**config.mk**
```make
export PLATFORM = sky130hd
export DESIGN_NAME = digit_serial_addsub
export DESIGN_NICKNAME = d
export VERILOG_FILES = /design/src/rtl/digit_serial_addsub.sv
export SDC_FILE = /design/constraint.sdc
export NUM_CORES = 1
export LEC_CHECK = 0
export BUFFER_PORTS_ARGS = -buffer_cell sky130_fd_sc_hd__buf_4
export CORE_ASPECT_RATIO = 2
export CORE_MARGIN = 2
export CORE_UTILIZATION = 48
export CTS_BUF_LIST = sky130_fd_sc_hd__clkbuf_4 sky130_fd_sc_hd__clkbuf_8 sky130_fd_sc_hd__clkbuf_16
export CTS_CLUSTER_SIZE = 25
export DETAILED_ROUTE_END_ITERATION = 6
export PLACE_DENSITY = 0.74
export SLEW_MARGIN = 20
export SYNTH_ARGS = -nofsm -noshare
export SYNTH_HDL_FRONTEND = slang
export SYNTH_SLANG_ARGS = --single-unit
export TNS_END_PERCENT = 10
```
**constraint.sdc**
```tcl
create_clock -name clk -period 1.75 [get_ports clk]
set_input_delay 0.35 -clock clk [delete_from_list [all_inputs] [get_ports clk]]
set_output_delay 0.35 -clock clk [all_outputs]
set_load 0.05 [all_outputs]
```
**src/rtl/digit_serial_addsub.sv**
```systemverilog
// Digit-serial adder/subtractor: WIDTH-bit operands, DIGIT bits per clock, LSB digit first.
// Valid/ready handshakes: a transfer happens on a rising edge where valid && ready are both
// high. Producers hold valid (and data) until that edge. in_ready is high only in IDLE;
// out_valid is high only in DONE, and the result is held stable until its transfer edge.
module digit_serial_addsub #(
    parameter int WIDTH = 8,
    parameter int DIGIT = 2
) (
    input  logic             clk,
    input  logic             rst_n,
    input  logic             in_valid,
    output logic             in_ready,
    input  logic [WIDTH-1:0] a,
    input  logic [WIDTH-1:0] b,
    input  logic             c_in,
    input  logic             sub,
    output logic             out_valid,
    input  logic             out_ready,
    output logic [WIDTH-1:0] sum,
    output logic             c_out,
    output logic             overflow,
    output logic             zero,
    output logic             busy
);
    localparam int NDIG = WIDTH / DIGIT;
    localparam int CW   = (NDIG > 1) ? $clog2(NDIG) : 1;

    generate
        if (WIDTH < 1 || DIGIT < 1 || (WIDTH % DIGIT) != 0) begin : g_bad_params
            $error("digit_serial_addsub: WIDTH must be >= 1 and a multiple of DIGIT");
        end
    endgenerate

    typedef enum logic [1:0] {
        S_IDLE = 2'd0,
        S_RUN  = 2'd1,
        S_DONE = 2'd2
    } state_t;

    state_t           r_state;
    state_t           w_next;
    logic [CW-1:0]    r_cnt;
    logic [WIDTH-1:0] r_a;
    logic [WIDTH-1:0] r_b;
    logic [WIDTH-1:0] r_sum;
    logic [WIDTH-1:0] w_sum_next;
    logic             r_carry;
    logic             r_cout;
    logic             r_ovf;
    logic             r_zero;
    logic             w_accept;
    logic             w_last;
    logic [DIGIT:0]   w_dig;
    logic             w_msb_cin;

    assign w_accept = (r_state == S_IDLE) && in_valid;
    assign w_last   = (r_cnt == CW'(NDIG - 1));

    // State register
    always_ff @(posedge clk or negedge rst_n) begin
        if (!rst_n) begin
            r_state <= S_IDLE;
        end else begin
            r_state <= w_next;
        end
    end

    // Next-state and handshake/status outputs, all decoded from the current state
    always_comb begin
        w_next    = r_state;
        in_ready  = 1'b0;
        out_valid = 1'b0;
        busy      = 1'b1;
        case (r_state)
            S_IDLE: begin
                in_ready = 1'b1;
                busy     = 1'b0;
                if (in_valid) w_next = S_RUN;
            end
            S_RUN: begin
                if (w_last) w_next = S_DONE;
            end
            S_DONE: begin
                out_valid = 1'b1;
                if (out_ready) w_next = S_IDLE;
            end
            default: w_next = S_IDLE;
        endcase
    end

    // One digit of ripple addition; operands are shifted so the live digit is always at bit 0.
    // The carry into the top result bit is recovered as a^b^s of that bit, which on the last
    // digit is the carry into the word MSB needed for signed overflow.
    always_comb begin
        w_dig      = {1'b0, r_a[DIGIT-1:0]} + {1'b0, r_b[DIGIT-1:0]} + {{DIGIT{1'b0}}, r_carry};
        w_msb_cin  = r_a[DIGIT-1] ^ r_b[DIGIT-1] ^ w_dig[DIGIT-1];
        w_sum_next = r_sum;
        w_sum_next[r_cnt*DIGIT +: DIGIT] = w_dig[DIGIT-1:0];
    end

    // Operand capture at accept (b and carry pre-inverted for subtract), digit step in RUN
    always_ff @(posedge clk or negedge rst_n) begin
        if (!rst_n) begin
            r_a     <= '0;
            r_b     <= '0;
            r_carry <= 1'b0;
            r_cnt   <= '0;
            r_sum   <= '0;
            r_cout  <= 1'b0;
            r_ovf   <= 1'b0;
            r_zero  <= 1'b0;
        end else if (w_accept) begin
            r_a     <= a;
            r_b     <= sub ? ~b : b;
            r_carry <= sub ? ~c_in : c_in;
            r_cnt   <= '0;
        end else if (r_state == S_RUN) begin
            r_a     <= r_a >> DIGIT;
            r_b     <= r_b >> DIGIT;
            r_carry <= w_dig[DIGIT];
            r_sum   <= w_sum_next;
            r_cnt   <= r_cnt + 1'b1;
            if (w_last) begin
                r_cout <= w_dig[DIGIT];
                r_ovf  <= w_msb_cin ^ w_dig[DIGIT];
                r_zero <= (w_sum_next == '0);
            end
        end
    end

    assign sum      = r_sum;
    assign c_out    = r_cout;
    assign overflow = r_ovf;
    assign zero     = r_zero;

endmodule

```
==> impl_metrics.yaml <==
status:
  outcome: "finished, violations left"
  failed_checks: "negative hold slack, negative setup slack"
yosys:
  synth.ff_latch_count: 32
  synth_top_area_share_pct: 47.3
  syn_avg_cell_area_um2: 9.45
  yosysWarnings: 0
  yosysUniqueCellTypes: 31
  synth_cells: 179
  yosysSeqAreaShare_pct: 47.3
  yosys.area.top_type: "dfrtp_1"
  synthesis.nets: 210
  synthTopCellsByArea: "dfrtp_1 47%, nand2_1 8.7%, ha_1 5.2%, o21ai_0 4.4%, xnor2_1 4.1%"
  syn_area_um2: 1690
timing:
  setup_viol: 4
  max_freq_ghz: 0.548
  finalClockSkew_ns: 0.00322
  worst_slack_ns: -0.0758
  hold_ws_ns: -0.00537
  timing.final.crit_period_ns: 1.83
  worst_pin_slew_ns: 0.408
  min_period_over_period_pct: 104
  slew_headroom_pct: 72.8
  rsz0062_at_grt: "true"
  slew_viol_final: 0
  tns_ns: -0.160
  hold_viol: 10
detailed_routing:
  vias: 1392
  drc: 0
  antenna_left: 0
  vias_per_cell: 5.52
  dr.first_iter.drc_count: 20
  wl_per_cell_um: 14.3
  firstDrtPassIters: 4
  drt_wl_total_um: 3610
clocking:
  clk_latency_ns: 0.28
  h-tree-depth: 2
  root_buffer: "clkbuf_8"
  cts.path.max_buffers: 2
  tritoncts: "built"
  cts_setup_buffers: 0
  clk_pin_slew_ns: 0.07
  numCtsBuffers: 5
  cts_sinks: 32
  cts_hold_buf: 0
power_and_ir_drop:
  p_clk_share_pct: 17.2
  total_leakage_power_uw: 0.00103
  power_frac_seq_pct: 28.0
  swShare_pct: 45.5
  powerDensity_nw_per_um2: 2100
  combinationalPowerShare_pct: 54.8
  peakVddDrop_v: 0.00126
  p_int_uw: 2440
  p_sw_uw: 2040
critical_path:
  start_kind: "register"
  critPathCaptureType: "register"
  path_class: "reg -> reg"
  worst-endpoint-arrival_ns: 1.99
  cp_data_required_time_ns: 1.92
  worstPathMaxFanout: 4
global_routing:
  antenna_found_initial: 0
  grt_first_pass_wirelength_um: 6090
  grt_start_max_net_pins: 33
  grt_overflow_total: 0
  grtUsageTotal_pct: 20.4
  grt_pass1_vias: 1425
floorplan:
  die_h_um: 88.0
  rows: 30
  fp.dieW_um: 46.0
  floorplan.initialDensity_pct: 50.1
  die-area_um2: 4040
  coreArea_um2: 3380
  pin_count: 36
min_path:
  min-delay-path-class: "in -> async"
layout:
  multi_input_area_um2: 830
  layout-drive-gt1-share_pct: 25.9
  regArea_um2: 801
  nFillCells: 304
  n_antenna_cell: 0
  nets: 250
  synthToLayoutAreaGrowth_pct: 26.0
  design_area_um2: 2130
placement:
  dpl.hpwl_um: 2710
  dpl_cell_area_um2: 1990
  place_congestion: 0.933
  port_buffers: 35
job:
  max_cap_viol_count: 0
-- registers in the layout, summed over array words and instances, names as in the netlist --
register,flops
r_carry,1
r_a,8
r_cnt,2
c_out,1
r_b,8
zero,1
overflow,1
r_state,2
sum,8
-- critical path, cell delays in order, from the launching register on --
cell and delay, ns:
dfrtp_1 0.41, fa_2 0.39, inv_2 0.06, fa_1 0.44, inv_2 0.13, nand4_1 0.13
nand3_1 0.09, o31ai_1 0.07
-- layout make-up --
cell class | instances | area share (%)
clock buffers | 7 | 4.52
clock inverters | 1 | 1.41
inverters | 9 | 1.59
multi-input cells | 131 | 38.9
flip-flops and latches | 32 | 37.6
well taps | 32 | 1.88
repair buffers | 40 | 14.1
-- timing repair --
action / CTS / global route
setup endpoints to repair: 5 / 5
pin swaps: 1 / 3
gates resized for setup: 4 / 0
-- synth_stat cells, drive strengths merged --
cell	count
buf	7
nand4	1
ha	7
a21oi	2
nor3	2
dfrtp	32
xor2	3
nor3b	2
a41oi	3
and2b	1
fa	2
a22oi	5
o2111a	1
and2	1
mux2	1
a31oi	3
and3b	1
nor2	13
a221o	4
nand2b	4
a211oi	2
o21ai	15
nand3	6
nor2b	3
nand2	39
inv	9
xnor2	8
o31ai	2
-- through the flow --
step	utilization, %	power, µW	setup slack (ns)	cells
2_1_floorplan	-	3030	-0.0265	179
3_3_place_gp	59.0	3610	-0.126	244
3_5_place_dp	59.0	3680	-0.184	244
4_1_cts	63.1	4510	-0.0951	252
5_1_grt	63.1	4820	-0.142	252
6_report	63.1	4480	-0.0758	252
-- logic make-up after synthesis --
| family | synth area share (%) |
|---|---|
| mux | 0.666 |
| simple gates | 19.7 |
| xor+xnor | 5.70 |
| buf+inv | 4.36 |
| fa+ha+maj | 7.54 |
| flops | 47.3 |
| compound gates | 14.7 |
-- placed cells by master, fill, tap and decap left out, drive strengths merged, types with 2 or more instances in the layout --
| master | n |
|---|---|
| a21oi | 2 |
| a221o | 4 |
| a41oi | 3 |
| a31oi | 3 |
| o31ai | 2 |
| nand2 | 39 |
| ha | 7 |
| nor2b | 3 |
| nor3b | 2 |
| dfrtp | 32 |
| a22oi | 5 |
| xor2 | 3 |
| buf | 40 |
| nor2 | 13 |
| o21ai | 15 |
| nor3 | 2 |
| nand2b | 4 |
| fa | 2 |
| nand3 | 6 |
| clkbuf | 7 |
| a211oi | 2 |
| xnor2 | 8 |
| inv | 9 |
-- layer usage --
layer	part of all wire [%]	routed length, µm	vias up	track usage (%)
met5	0	0	-	0
met2	58	2080	41	37.0
met3	3.6	130	8	3.09
met4	2.4	85	0	10.1
met1	36	1320	657	21.3
li1	-	-	686	-
-- path summary, 6_finish.rpt --
path	to	cells after the start	startpoint	slack, ns
min in group clk	r_state[1]	2	out_ready	0.26
max in group asynchronous	r_b[6]	1	rst_n	1.46
max reg2reg	zero	7	r_a[0]	-0.08
max	zero	7	r_a[0]	-0.08
min	sum[1]	1	rst_n	-0.005
min reg2reg	zero	2	zero	0.48
-- power by group through the flow --
stage / logic, µW / registers (µW) / clock network, µW
after floorplan: 1470 / 1560 / 0
after global placement: 2360 / 1250 / 0
after detailed placement: 2410 / 1270 / 0
after CTS: 2470 / 1260 / 782
after global routing: 2710 / 1300 / 813
final: 2450 / 1260 / 770
(Power assumes the default switching activity.)
